$ cat config.mk
export PLATFORM = sky130hd
export DESIGN_NAME = idma_req_rr_sched
export DESIGN_NICKNAME = d
export VERILOG_FILES = /design/src/rtl/idma_req_rr_sched.sv
export SDC_FILE = /design/constraint.sdc
export NUM_CORES = 1
export LEC_CHECK = 0
export CAP_MARGIN = 10
export CORE_AREA = 5 5 131 133
export DETAILED_ROUTE_END_ITERATION = 10
export DIE_AREA = 0 0 136 138
export PLACE_DENSITY = 0.77
export SLEW_MARGIN = 25
export SYNTH_ARGS = -nofsm -noshare
export SYNTH_HDL_FRONTEND = slang
export SYNTH_SLANG_ARGS = --single-unit
$ cat constraint.sdc
create_clock -name clk_i -period 3.3 [get_ports clk_i]
set_input_delay 0.495 -clock clk_i [delete_from_list [all_inputs] [get_ports clk_i]]
set_output_delay 0.495 -clock clk_i [all_outputs]
set_load 0.1 [all_outputs]
$ cat src/rtl/idma_req_rr_sched.sv
// Round-robin scheduler sharing one 1D legalizer among NumReq requesters, with an in-order ID FIFO routing completions back.
// Request path is combinational (zero latency); done_o pulses one cycle after done_i; issue stalls while the ID FIFO is full.
module idma_req_rr_sched #(
    parameter int unsigned NumReq   = 4,
    parameter int unsigned ReqWidth = 64,
    parameter int unsigned IdDepth  = 8
) (
    input  logic                            clk_i,
    input  logic                            rst_i,
    input  logic [NumReq-1:0][ReqWidth-1:0] req_i,
    input  logic [NumReq-1:0]               valid_i,
    output logic [NumReq-1:0]               ready_o,
    output logic [ReqWidth-1:0]             req_o,
    output logic                            valid_o,
    input  logic                            ready_i,
    input  logic                            done_i,
    output logic [NumReq-1:0]               done_o,
    output logic [$clog2(IdDepth):0]        outstanding_o,
    output logic                            busy_o,
    output logic                            err_o
);
    localparam int unsigned PtrW = $clog2(NumReq);
    localparam int unsigned IdW  = $clog2(IdDepth);
    localparam int unsigned CntW = IdW + 1;

    typedef enum logic {
        IDLE,
        LOCKED
    } state_e;

    state_e            state_q, state_d;
    logic [PtrW-1:0]   ptr_q, lock_idx_q, arb_idx, scan_idx, grant;
    logic              found;
    logic [PtrW-1:0]   id_mem_q [IdDepth];
    logic [IdW-1:0]    wr_ptr_q, rd_ptr_q;
    logic [CntW-1:0]   cnt_q;
    logic [NumReq-1:0] done_q;
    logic              err_q;
    logic              full, push, pop;

    // First valid requester at or after ptr_q, wrapping modulo NumReq.
    always_comb begin
        arb_idx  = ptr_q;
        scan_idx = ptr_q;
        found    = 1'b0;
        for (int i = 0; i < int'(NumReq); i++) begin
            scan_idx = PtrW'((int'(ptr_q) + i) % int'(NumReq));
            if (!found && valid_i[scan_idx]) begin
                found   = 1'b1;
                arb_idx = scan_idx;
            end
        end
    end

    assign grant = (state_q == LOCKED) ? lock_idx_q : arb_idx;
    assign full  = (cnt_q == CntW'(IdDepth));

    assign req_o   = req_i[grant];
    assign valid_o = !rst_i && valid_i[grant] && !full;

    always_comb begin
        ready_o = '0;
        if (!rst_i && !full && ready_i) begin
            ready_o[grant] = 1'b1;
        end
    end

    assign push = valid_o && ready_i;
    assign pop  = done_i && (cnt_q != '0);

    always_comb begin
        state_d = state_q;
        case (state_q)
            IDLE:    if (valid_o && !ready_i) state_d = LOCKED;
            LOCKED:  if (push) state_d = IDLE;
            default: state_d = IDLE;
        endcase
    end

    always_ff @(posedge clk_i) begin
        if (rst_i) begin
            state_q    <= IDLE;
            ptr_q      <= '0;
            lock_idx_q <= '0;
            wr_ptr_q   <= '0;
            rd_ptr_q   <= '0;
            cnt_q      <= '0;
            done_q     <= '0;
            err_q      <= 1'b0;
        end else begin
            state_q <= state_d;
            if (state_q == IDLE && state_d == LOCKED) begin
                lock_idx_q <= arb_idx;
            end
            if (push) begin
                wr_ptr_q <= wr_ptr_q + 1'b1;
                ptr_q    <= (grant == PtrW'(NumReq - 1)) ? '0 : grant + 1'b1;
            end
            if (pop) begin
                rd_ptr_q <= rd_ptr_q + 1'b1;
            end
            cnt_q  <= cnt_q + CntW'(push) - CntW'(pop);
            done_q <= '0;
            if (pop) begin
                done_q[id_mem_q[rd_ptr_q]] <= 1'b1;
            end
            // A completion with nothing outstanding means the legalizer and this block disagree.
            if (done_i && cnt_q == '0) begin
                err_q <= 1'b1;
            end
        end
    end

    always_ff @(posedge clk_i) begin
        if (push) begin
            id_mem_q[wr_ptr_q] <= grant;
        end
    end

    assign done_o        = rst_i ? '0 : done_q;
    assign err_o         = err_q && !rst_i;
    assign outstanding_o = rst_i ? '0 : cnt_q;
    assign busy_o        = !rst_i && ((cnt_q != '0) || valid_o);

endmodule

==> impl_metrics.env <==
export IMPL_synth_edf_count=16
export IMPL_synth_seq_cells=39
export IMPL_relSlewSlack_pct=66.1
export IMPL_synth_area_top_cells="mux2_2 18%, mux2i_1 17%, edfxtp_1 12%"
export IMPL_status="finished clean"
export IMPL_max_cap_violations=0
export IMPL_grt_pass1_wl_mm=28.7
export IMPL_whs_path_depth=2
export IMPL_yosysMostFrequentCell="nand2_1"
export IMPL_hold_path_class="register to register"
export IMPL_yosysTopAreaCellShare_pct=18.2
export IMPL_cts_root_buffer="clkbuf_16"
export IMPL_antenna_found_initial=2
export IMPL_fp_dieW_um=136
export IMPL_drive_above_1_share_pct=33.6
export IMPL_path_cells="clkdlybuf4s50_1 -> or2_1 -> a21oi_1 -> o41ai_4 -> buf_4 -> inv_1 -> ha_1 -> and3_1 -> buf_12"
export IMPL_synth_cells=467
export IMPL_ctsLongestPathBuffers=2
export IMPL_start_util_pct=25.6
export IMPL_p_leak_nw=3.95
export IMPL_hpwl_mm=16.2
export IMPL_gp_congestion=0.882
export IMPL_synth_area_per_cell_um2=8.62
export IMPL_grt_max_degree=67
export IMPL_yosysWarnings=0
export IMPL_syn_to_final_growth_pct=129
export IMPL_fin_crit_ps=3140
export IMPL_fin_setup_tns_ps=0
export IMPL_clk_latency_ps=280
export IMPL_placed_area_um2=8760
export IMPL_worstPathMaxFanout=7
export IMPL_yosys_area_top_type="mux2_2"
export IMPL_cp_slowest_cell="clkdlybuf4s50_1"
export IMPL_die_area_um2=18800
export IMPL_cts_buffers=5
export IMPL_dp_slack_ps=-89.9
export IMPL_worst_pin_slew_ps=504
export IMPL_crit_path_end_kind="output pin"
export IMPL_finalSetupViolations=0
export IMPL_netlist_top_cells_count="73 x nand2_1, 69 x mux2i_1, 67 x o21ai_0"
export IMPL_routed_wl_mm=19.9
export IMPL_ys_types=46
export IMPL_vias=4880
export IMPL_ios=343
export IMPL_r2r_cells=13
export IMPL_synth_async_sr_flop_share_pct=0
export IMPL_fmax_mhz=319
export IMPL_rows=46
export IMPL_ys_flop_type="dfxtp_1"
export IMPL_power_density_nw_per_um2=697
export IMPL_cts_tree="done"
export IMPL_postLayoutSetupSlackWorst_ps=165
export IMPL_drc=0
export IMPL_period_share_pct=95.0
export IMPL_die_height_um=138
export IMPL_final_area_um2=9230
export IMPL_cp_required_ps=2800
export IMPL_grt_overflow=0
export IMPL_grt_pass1_vias=5005
export IMPL_fin_hold_ws_ps=474
export IMPL_antenna_left=0
export IMPL_worstPathArrival_ps=2640
export IMPL_firstDrtPassIters=4
export IMPL_max_stage_delay_ps=560
export IMPL_cts_reportedPaths_clkPinSlew_ps=60
export IMPL_htree_levels=2
export IMPL_final_util_pct=58.8
export IMPL_drt_wirelength_per_cell_um=19.1
export IMPL_drt_iter0_drc=175
export IMPL_track_usage_pct=19.5
export IMPL_synthesis_nets=744
export IMPL_critPathKind="primary input to output pin"
export IMPL_fin_nets=1101
export IMPL_finalHoldViolations=0
export IMPL_coreArea_um2=15700
export IMPL_peakVddDrop_mv=0.388
export IMPL_viasPerCell=4.67
export IMPL_startpoint_type="primary input"
export IMPL_fin_skew_ps=3.99
export IMPL_ys_seq_area_share_pct=23.4
export IMPL_clock_sinks=39
export IMPL_syn_area_um2=4030
export IMPL_portBuffers=342
export IMPL_drv_slew=0
-- cells by family after synthesis --
kind of cell | synth area share (%)
flops | 23.4
fa+ha+maj | 4.23
simple gates | 14.5
buf+inv | 5.25
xor+xnor | 1.09
mux | 37.9
compound gates | 13.6
-- area by class of cell --
cell class	count	area, um2
sequential	39	941
timing repair buffer	385	4670
clock buffer	5	125
tap	216	270
multi-input combinational	379	3150
inverter	14	52.6
clock inverter	3	23.8
antenna	3	7.51
fill	1310	6480
-- registers in the layout (all words and copies together), names as in the netlist, named ones only --
name and cells:
cnt_q 4, done_q 4, err_q 1, id_mem_q 16
lock_idx_q 2, ptr_q 2, rd_ptr_q 3, state_q 1
wr_ptr_q 3
-- worst paths after layout --
path	slack [ps]	startpoint	endpoint
min reg2reg	470	err_q	err_q
min	470	err_q	err_q
max reg2reg	300	ptr_q[1]	cnt_q[2]
max	160	valid_i[3]	ready_o[0]
-- cells in the final DEF, fill, tap and decap left out, types with 3 or more instances in the layout --
cell type / n
a21oi_1: 6
buf_12: 71
buf_16: 7
buf_4: 37
buf_6: 3
clkbuf_16: 9
clkdlybuf4s50_1: 260
dfxtp_1: 23
diode_2: 3
dlymetal6s2s_1: 3
edfxtp_1: 16
ha_1: 12
inv_1: 13
mux2_2: 65
mux2i_1: 69
mux4_2: 4
nand2_1: 73
nor2_1: 23
nor2b_1: 10
nor3_1: 3
nor3b_1: 3
o21ai_2: 64
xnor2_1: 3
-- power breakdown --
group	leakage (nW)	switching, mW	total (mW)	internal, mW
clock network	0.0665	0.196	0.479	0.282
logic	3.55	3.22	5.32	2.10
registers	0.334	0.0640	0.642	0.578
total	3.95	3.48	6.44	2.96
-- per-stage QoR --
stage / cells / power [mW]
global route: 1043 / 6.67
finish: 1044 / 6.44
global placement: 1017 / 5.74
detailed placement: 1017 / 5.77
CTS: 1027 / 6.34
floorplan: 467 / 3.87
-- what timing repair did --
item	CTS	global route
pin swaps	0	3
endpoints found under the setup margin	33	72
buffers inserted	0	11
hold buffers	0	0
cloned	2	3
gates resized for setup	3	18
-- worst max-delay path, delay by kind of cell --
| family | cells | cell delay (ps) |
|---|---|---|
| AO/OA/AOI/OAI | 2 | 540 |
| adder cells (fa/ha/maj) | 1 | 200 |
| buffers and inverters | 4 | 1090 |
| AND/OR/NAND/NOR | 2 | 320 |
-- layer usage --
| metal | wire length, um | global-route usage [%] |
|---|---|---|
| met1 | 7280 | 21.7 |
| met2 | 10800 | 36.9 |
| met3 | 1250 | 4.14 |
| met4 | 532 | 4.99 |
| met5 | 0 | 0 |
Power figures use the tool's default switching activity.
